[config.mk]
export PLATFORM = sky130hd
export DESIGN_NAME = neural_dense_engine
export DESIGN_NICKNAME = d
export VERILOG_FILES = /design/src/rtl/neural_dense_engine.sv
export SDC_FILE = /design/constraint.sdc
export NUM_CORES = 1
export LEC_CHECK = 0
export ABC_AREA = 1
export CAP_MARGIN = 25
export CORE_ASPECT_RATIO = 0.9
export CORE_MARGIN = 1.5
export CORE_UTILIZATION = 59
export CTS_CLUSTER_DIAMETER = 50
export DETAILED_ROUTE_END_ITERATION = 12
export DONT_BUFFER_PORTS = 1
export PLACE_DENSITY = 0.84
export SYNTH_ARGS = -nofsm -noshare
export SYNTH_HDL_FRONTEND = slang
export SYNTH_SLANG_ARGS = --single-unit
[constraint.sdc]
create_clock -name clk -period 6 [get_ports clk]
set_input_delay 0.6 -clock clk [delete_from_list [all_inputs] [get_ports clk]]
set_output_delay 0.6 -clock clk [all_outputs]
set_load 0.05 [all_outputs]
[src/rtl/neural_dense_engine.sv]
// rtl/neural_dense_engine.sv - dense layer core: sequential signed MAC over inputs, all neurons in parallel, ReLU, saturation
module neural_dense_engine #(
  parameter int N_IN   = 4,
  parameter int N_OUT  = 2,
  parameter int DATA_W = 8,
  parameter int OUT_W  = 16,
  localparam int ACC_W = 2*DATA_W + $clog2(N_IN) + 1,
  localparam int AW    = $clog2(N_OUT*N_IN + N_OUT)
) (
  input  logic              clk,
  input  logic              rst,
  input  logic              input_valid,
  output logic              input_ready,
  input  logic [DATA_W-1:0] input_data [N_IN],
  input  logic              relu_en,
  output logic              output_valid,
  input  logic              output_ready,
  output logic [OUT_W-1:0]  output_data [N_OUT],
  output logic [N_OUT-1:0]  output_sat,
  input  logic              w_we,
  input  logic [AW-1:0]     w_addr,
  input  logic [DATA_W-1:0] w_data,
  output logic              w_ready
);

  localparam int N_W   = N_OUT*N_IN;
  localparam int N_REG = N_W + N_OUT;
  localparam int IDX_W = $clog2(N_IN);
  localparam logic signed [ACC_W-1:0] OUT_MAX = {{(ACC_W-OUT_W+1){1'b0}}, {(OUT_W-1){1'b1}}};
  localparam logic signed [ACC_W-1:0] OUT_MIN = ~OUT_MAX;

  typedef enum logic [1:0] {S_IDLE, S_MAC, S_OUT} state_t;

  state_t                    state, state_next;
  logic [IDX_W-1:0]          idx;
  logic signed [DATA_W-1:0]  x_q [N_IN];
  logic                      relu_q;
  logic signed [ACC_W-1:0]   acc [N_OUT];
  logic signed [DATA_W-1:0]  wmem [N_REG];
  logic                      hs_wr_vld;
  logic [AW-1:0]             hs_wr_addr;
  logic signed [DATA_W-1:0]  hs_wr_old;

  logic                      accept;
  logic                      wr_en;
  logic signed [DATA_W-1:0]  x_sel;
  logic [AW-1:0]             w_rd_addr [N_OUT];
  logic signed [DATA_W-1:0]  w_sel [N_OUT];
  logic signed [2*DATA_W-1:0] prod [N_OUT];
  logic signed [ACC_W-1:0]   v [N_OUT];

  assign input_ready  = (state == S_IDLE) && !rst;
  assign w_ready      = (state == S_IDLE) && !rst;
  assign output_valid = (state == S_OUT);
  assign accept       = input_valid && input_ready;
  assign wr_en        = w_we && w_ready && (int'(w_addr) < N_REG);
  assign x_sel        = x_q[idx];

  // A weight overwritten in the accept cycle is replayed from hs_wr_old so the
  // in-flight vector still sees the value that was current when it was accepted.
  always_comb begin
    for (int o = 0; o < N_OUT; o++) begin
      w_rd_addr[o] = AW'(o*N_IN) + AW'(idx);
      w_sel[o]     = wmem[w_rd_addr[o]];
      if (hs_wr_vld && (hs_wr_addr == w_rd_addr[o])) w_sel[o] = hs_wr_old;
      prod[o]      = x_sel * w_sel[o];
    end
  end

  always_comb begin
    for (int o = 0; o < N_OUT; o++) begin
      output_data[o] = '0;
      output_sat[o]  = 1'b0;
      v[o]           = (relu_q && (acc[o] < 0)) ? '0 : acc[o];
      if (state == S_OUT) begin
        if (v[o] > OUT_MAX) begin
          output_data[o] = OUT_MAX[OUT_W-1:0];
          output_sat[o]  = 1'b1;
        end else if (v[o] < OUT_MIN) begin
          output_data[o] = OUT_MIN[OUT_W-1:0];
          output_sat[o]  = 1'b1;
        end else begin
          output_data[o] = v[o][OUT_W-1:0];
        end
      end
    end
  end

  always_ff @(posedge clk) begin
    if (rst) state <= S_IDLE;
    else     state <= state_next;
  end

  always_comb begin
    state_next = state;
    case (state)
      S_IDLE:  if (accept) state_next = S_MAC;
      S_MAC:   if (idx == IDX_W'(N_IN-1)) state_next = S_OUT;
      S_OUT:   if (output_ready) state_next = S_IDLE;
      default: state_next = S_IDLE;
    endcase
  end

  always_ff @(posedge clk) begin
    if (rst) begin
      idx        <= '0;
      relu_q     <= 1'b0;
      hs_wr_vld  <= 1'b0;
      hs_wr_addr <= '0;
      hs_wr_old  <= '0;
      for (int i = 0; i < N_IN; i++)  x_q[i]  <= '0;
      for (int o = 0; o < N_OUT; o++) acc[o]  <= '0;
      for (int r = 0; r < N_REG; r++) wmem[r] <= '0;
    end else begin
      if (wr_en) wmem[w_addr] <= w_data;
      case (state)
        S_IDLE: begin
          if (accept) begin
            for (int i = 0; i < N_IN; i++)  x_q[i] <= input_data[i];
            for (int o = 0; o < N_OUT; o++) acc[o] <= ACC_W'(wmem[AW'(N_W+o)]);
            relu_q     <= relu_en;
            idx        <= '0;
            hs_wr_vld  <= wr_en;
            hs_wr_addr <= w_addr;
            hs_wr_old  <= wmem[w_addr];
          end
        end
        S_MAC: begin
          for (int o = 0; o < N_OUT; o++) acc[o] <= acc[o] + ACC_W'(prod[o]);
          idx <= idx + IDX_W'(1);
        end
        default: ;
      endcase
    end
  end

endmodule

==> impl_table.tex <==
\begin{tabular}{lr}
\hline
Metric & Value \\
\hline
\multicolumn{2}{l}{\textbf{Floorplanning}} \\
\quad Core footprint & 0.02901 mm2 \\
\quad Chip height & 166.4 um \\
\quad Number of I/O pins & 87 \\
\quad Area enclosed by the die boundary & 0.03070 mm2 \\
\quad Site Rows & 59 \\
\quad Initial Util & 0.6031 \\
\quad Die extent in x & 184.5 um \\
\multicolumn{2}{l}{\textbf{Route}} \\
\quad Wire length after detailed routing & 45.67 mm \\
\quad DR iter-0 viols & 1488 \\
\quad WL per Instance & 18.97 um \\
\quad Number of detailed-routing iterations run before antenna repair & 6 \\
\quad Detail Route Antenna Nets & 0 \\
\quad Post-route DRC violation count & 0 \\
\quad Via count of the routed design & 13850 \\
\quad Per-cell via count in the routed design & 5.754 \\
\multicolumn{2}{l}{\textbf{Global routing}} \\
\quad Number of global-route vias before repair & 13770 \\
\quad GRT Overall Usage & 0.3072 \\
\quad Global-route wire length before repair & 72.84 mm \\
\quad Aggregate global routing overflow & 0 \\
\quad Number of antenna violations at the first check in global routing & 2 \\
\quad Largest net degree at the start of global routing & 94 \\
\multicolumn{2}{l}{\textbf{Logic synthesis}} \\
\quad Share of flip-flops with an asynchronous set or reset after synthesis & 0 \\
\quad Number of warnings reported in the yosys synthesis log & 0 \\
\quad Number of flops mapped to enable cells by yosys & 198 \\
\quad Cell types occupying the most area after synthesis & edfxtp\_1 (34\%), fa\_1 (19\%), inv\_1 (7.4\%) \\
\quad Most used standard cells in the synthesized netlist & inv\_1 (344), nand2\_1 (305), nor2\_1 (284) \\
\quad Mapped cell area & 0.01750 mm2 \\
\quad Prevailing post-synth register cell & edfxtp\_1 \\
\quad Most frequent cell after synthesis & inv\_1 \\
\quad Post-synthesis area per instance & 8.967 um2 \\
\quad Number of distinct library cells after synthesis & 52 \\
\quad Biggest area consumer among synthesized cells & edfxtp\_1 \\
\quad Synthesis-stage register bit count & 218 \\
\quad Area share of the largest cell type after synthesis & 0.3398 \\
\quad Gate Count Post-Synth & 1951 \\
\quad Share of the yosys chip area belonging to registers & 0.3627 \\
\multicolumn{2}{l}{\textbf{Timing}} \\
\quad Final hold vios & 0 \\
\quad Post-route fraction of the period consumed by the critical path & 0.9401 \\
\quad Final count of negative-setup-slack endpoints & 0 \\
\quad Sum of negative setup slack & 0 ps \\
\quad Min Clock Period, post-route & 5640 ps \\
\quad Worst-Margin Slew & 1098 ps \\
\quad Max Clock Skew & 22.99 ps \\
\quad Top achievable clock speed & 177.3 MHz \\
\quad Final Slew Violations & 0 \\
\quad Setup repair after global routing missed its margin & false \\
\quad Relative slew margins & 0.2704 \\
\multicolumn{2}{l}{\textbf{Status}} \\
\quad Run status & finished, final reports clean \\
\multicolumn{2}{l}{\textbf{Clock network}} \\
\quad Post-CTS setup-driven buffer insertion count & 0 \\
\quad Cts bufs inserted & 28 \\
\quad TritonCTS clock tree & done \\
\quad Max H-tree Level & 1 \\
\quad Worst skew pair latency & 570 ps \\
\quad Cts hold-fix bufs & 0 \\
\quad Root buffer cell & clkbuf\_16 \\
\quad TritonCTS Sinks & 218 \\
\quad Reg clk slew, reported paths & 60 ps \\
\quad Number of gates resized after CTS & 0 \\
\quad Clock Path Buffers & 3 \\
\multicolumn{2}{l}{\textbf{Setup path}} \\
\quad Cell with the largest stage delay on the worst path & fa\_1 \\
\quad Sort of element at the start of the critical path & register \\
\quad Category of the most critical setup path & register to register \\
\quad WP data arrival & 5930 ps \\
\quad CP Cell Sequence & buf\_4 -> nor2\_1 -> a21oi\_1 -> o21ai\_0 -> nand2\_1 -> o21ai\_2 -> nor2\_1 -> fa\_1 -> inv\_1 -> fa\_1 -> inv\_1 -> fa\_1 -> fa\_1 -> ha\_1 -> ha\_1 -> a21oi\_1 -> nand2\_1 -> a21oi\_1 -> nand2\_1 -> o21ai\_0 -> nand2\_1 \\
\quad Slowest cell delay on critical path & 520 ps \\
\quad Type of destination of the critical path & register \\
\quad Worst Path Required & 6290 ps \\
\quad Worst-path fanout max & 9 \\
\multicolumn{2}{l}{\textbf{Layout}} \\
\quad Area taken by flip-flops and latches & 0.006350 mm2 \\
\quad Net count of the finished layout & 2298 \\
\quad Area of the multi-input gates & 0.009751 mm2 \\
\quad Area growth from synthesis to layout & 9.533\% \\
\quad Share of cells above drive strength 1 & 0.08010 \\
\quad Filler cell count in the final layout & 2225 \\
\multicolumn{2}{l}{\textbf{Run}} \\
\quad Max-cap viol count & 0 \\
\multicolumn{2}{l}{\textbf{Worst hold path}} \\
\quad Class of the tightest hold or removal check & primary input to register \\
\multicolumn{2}{l}{\textbf{Placement}} \\
\quad \# port buffers & 0 \\
\quad Weighted congestion at the end of routability-driven global placement & 0.9715 \\
\quad Final HPWL from detailed placement & 34.54 mm \\
\hline
\end{tabular}
## placed cells by master (no fill, tap or decap), drive strengths merged
cell type | netlist | routed
nand3 | 69 | 69
xnor2 | 6 | 6
dfxtp | 20 | 20
buf | 30 | 27
diode | 0 | 1
clkinv | 2 | 10
nor2 | 297 | 297
clkbuf | 34 | 32
o21a | 2 | 2
a32o | 5 | 5
nand2 | 311 | 311
a211oi | 1 | 1
a31oi | 1 | 1
o31ai | 21 | 21
ha | 89 | 89
bufinv | 0 | 3
nand3b | 3 | 3
a21o | 3 | 3
nand4 | 2 | 2
o21ai | 154 | 154
conb | 1 | 48
edfxtp | 198 | 198
fa | 168 | 168
o22ai | 6 | 6
a21boi | 2 | 2
a21oi | 109 | 109
nor3 | 5 | 5
a32oi | 8 | 8
or2 | 3 | 3
o211ai | 21 | 21
o221ai | 6 | 6
o21bai | 3 | 3
inv | 365 | 371
and2 | 2 | 2
xor2 | 4 | 4
## worst paths after layout
path	start	to	slack [ps]	cells past startpoint
worst max-delay path	idx[0]$_SDFFE_PP0P_	acc[0][33]$_DFFE_PP_	360	21
worst min-delay path	rst	state[0]$_SDFFE_PP0P_	140	1
worst max register to register	idx[0]$_SDFFE_PP0P_	acc[0][33]$_DFFE_PP_	360	21
worst min register to register	hs_wr_addr[3]$_SDFFE_PP0P_	hs_wr_addr[3]$_SDFFE_PP0P_	480	2
## cell families after synthesis
group | Yosys count | share of synthesized area
adder cells (fa/ha/maj) | 257 | 0.2559
AND/OR/NAND/NOR | 692 | 0.1630
XOR/XNOR | 10 | 0.005006
other | 1 | 0.0002143
buffers and inverters | 431 | 0.09597
flip-flops | 218 | 0.3627
AO/OA/AOI/OAI | 342 | 0.1172
## area by class of cell
class,instances,share of cell area
tap,396,0.02586
multi-input combinational,1349,0.5088
timing repair buffer,27,0.01227
clock buffer,32,0.03735
antenna,1,0.0001306
sequential,218,0.3314
inverter,367,0.07221
clock inverter,17,0.01201
## state kept, by name, indices dropped and copies added (netlist names), named ones only
register,flops
wmem,128
acc,38
x_q,32
hs_wr_old,8
hs_wr_addr,4
idx,2
state,2
hs_wr_vld,1
relu_q,1
## metal layers
layer	up-vias	part of all wire	global-route usage
li1	6314	-	-
met1	6645	0.41	0.4372
met2	791	0.45	0.4819
met3	100	0.12	0.06579
met4	0	0.026	0.07627
met5	-	0	0
## stage by stage
| stage | setup WS, ps | hold WS (ps) | cells | util | area, um2 |
|---|---|---|---|---|---|
| 2_1_floorplan | 55.24 | 428.6 | 1998 | - | 17670 |
| 3_3_place_gp | 418.3 | 444.1 | 2354 | 0.6260 | 18160 |
| 3_5_place_dp | 304.8 | 467.4 | 2354 | 0.6260 | 18160 |
| 4_1_cts | 254.5 | 139.9 | 2403 | 0.6586 | 19110 |
| 5_1_grt | 28.09 | 134.2 | 2407 | 0.6605 | 19160 |
| 6_report | 359.6 | 144.7 | 2407 | 0.6605 | 19160 |
## worst max-delay path: cells and delay by family, from the launching register on
family	cells	cell delay (ps)
AND/OR/NAND/NOR	6	680
flip-flops	1	360
adder cells (fa/ha/maj)	6	2530
buffers and inverters	3	570
AO/OA/AOI/OAI	6	1240
Power is not shown: default switching activity piles up to over one toggle a cycle in this logic, so the estimate is an artifact.
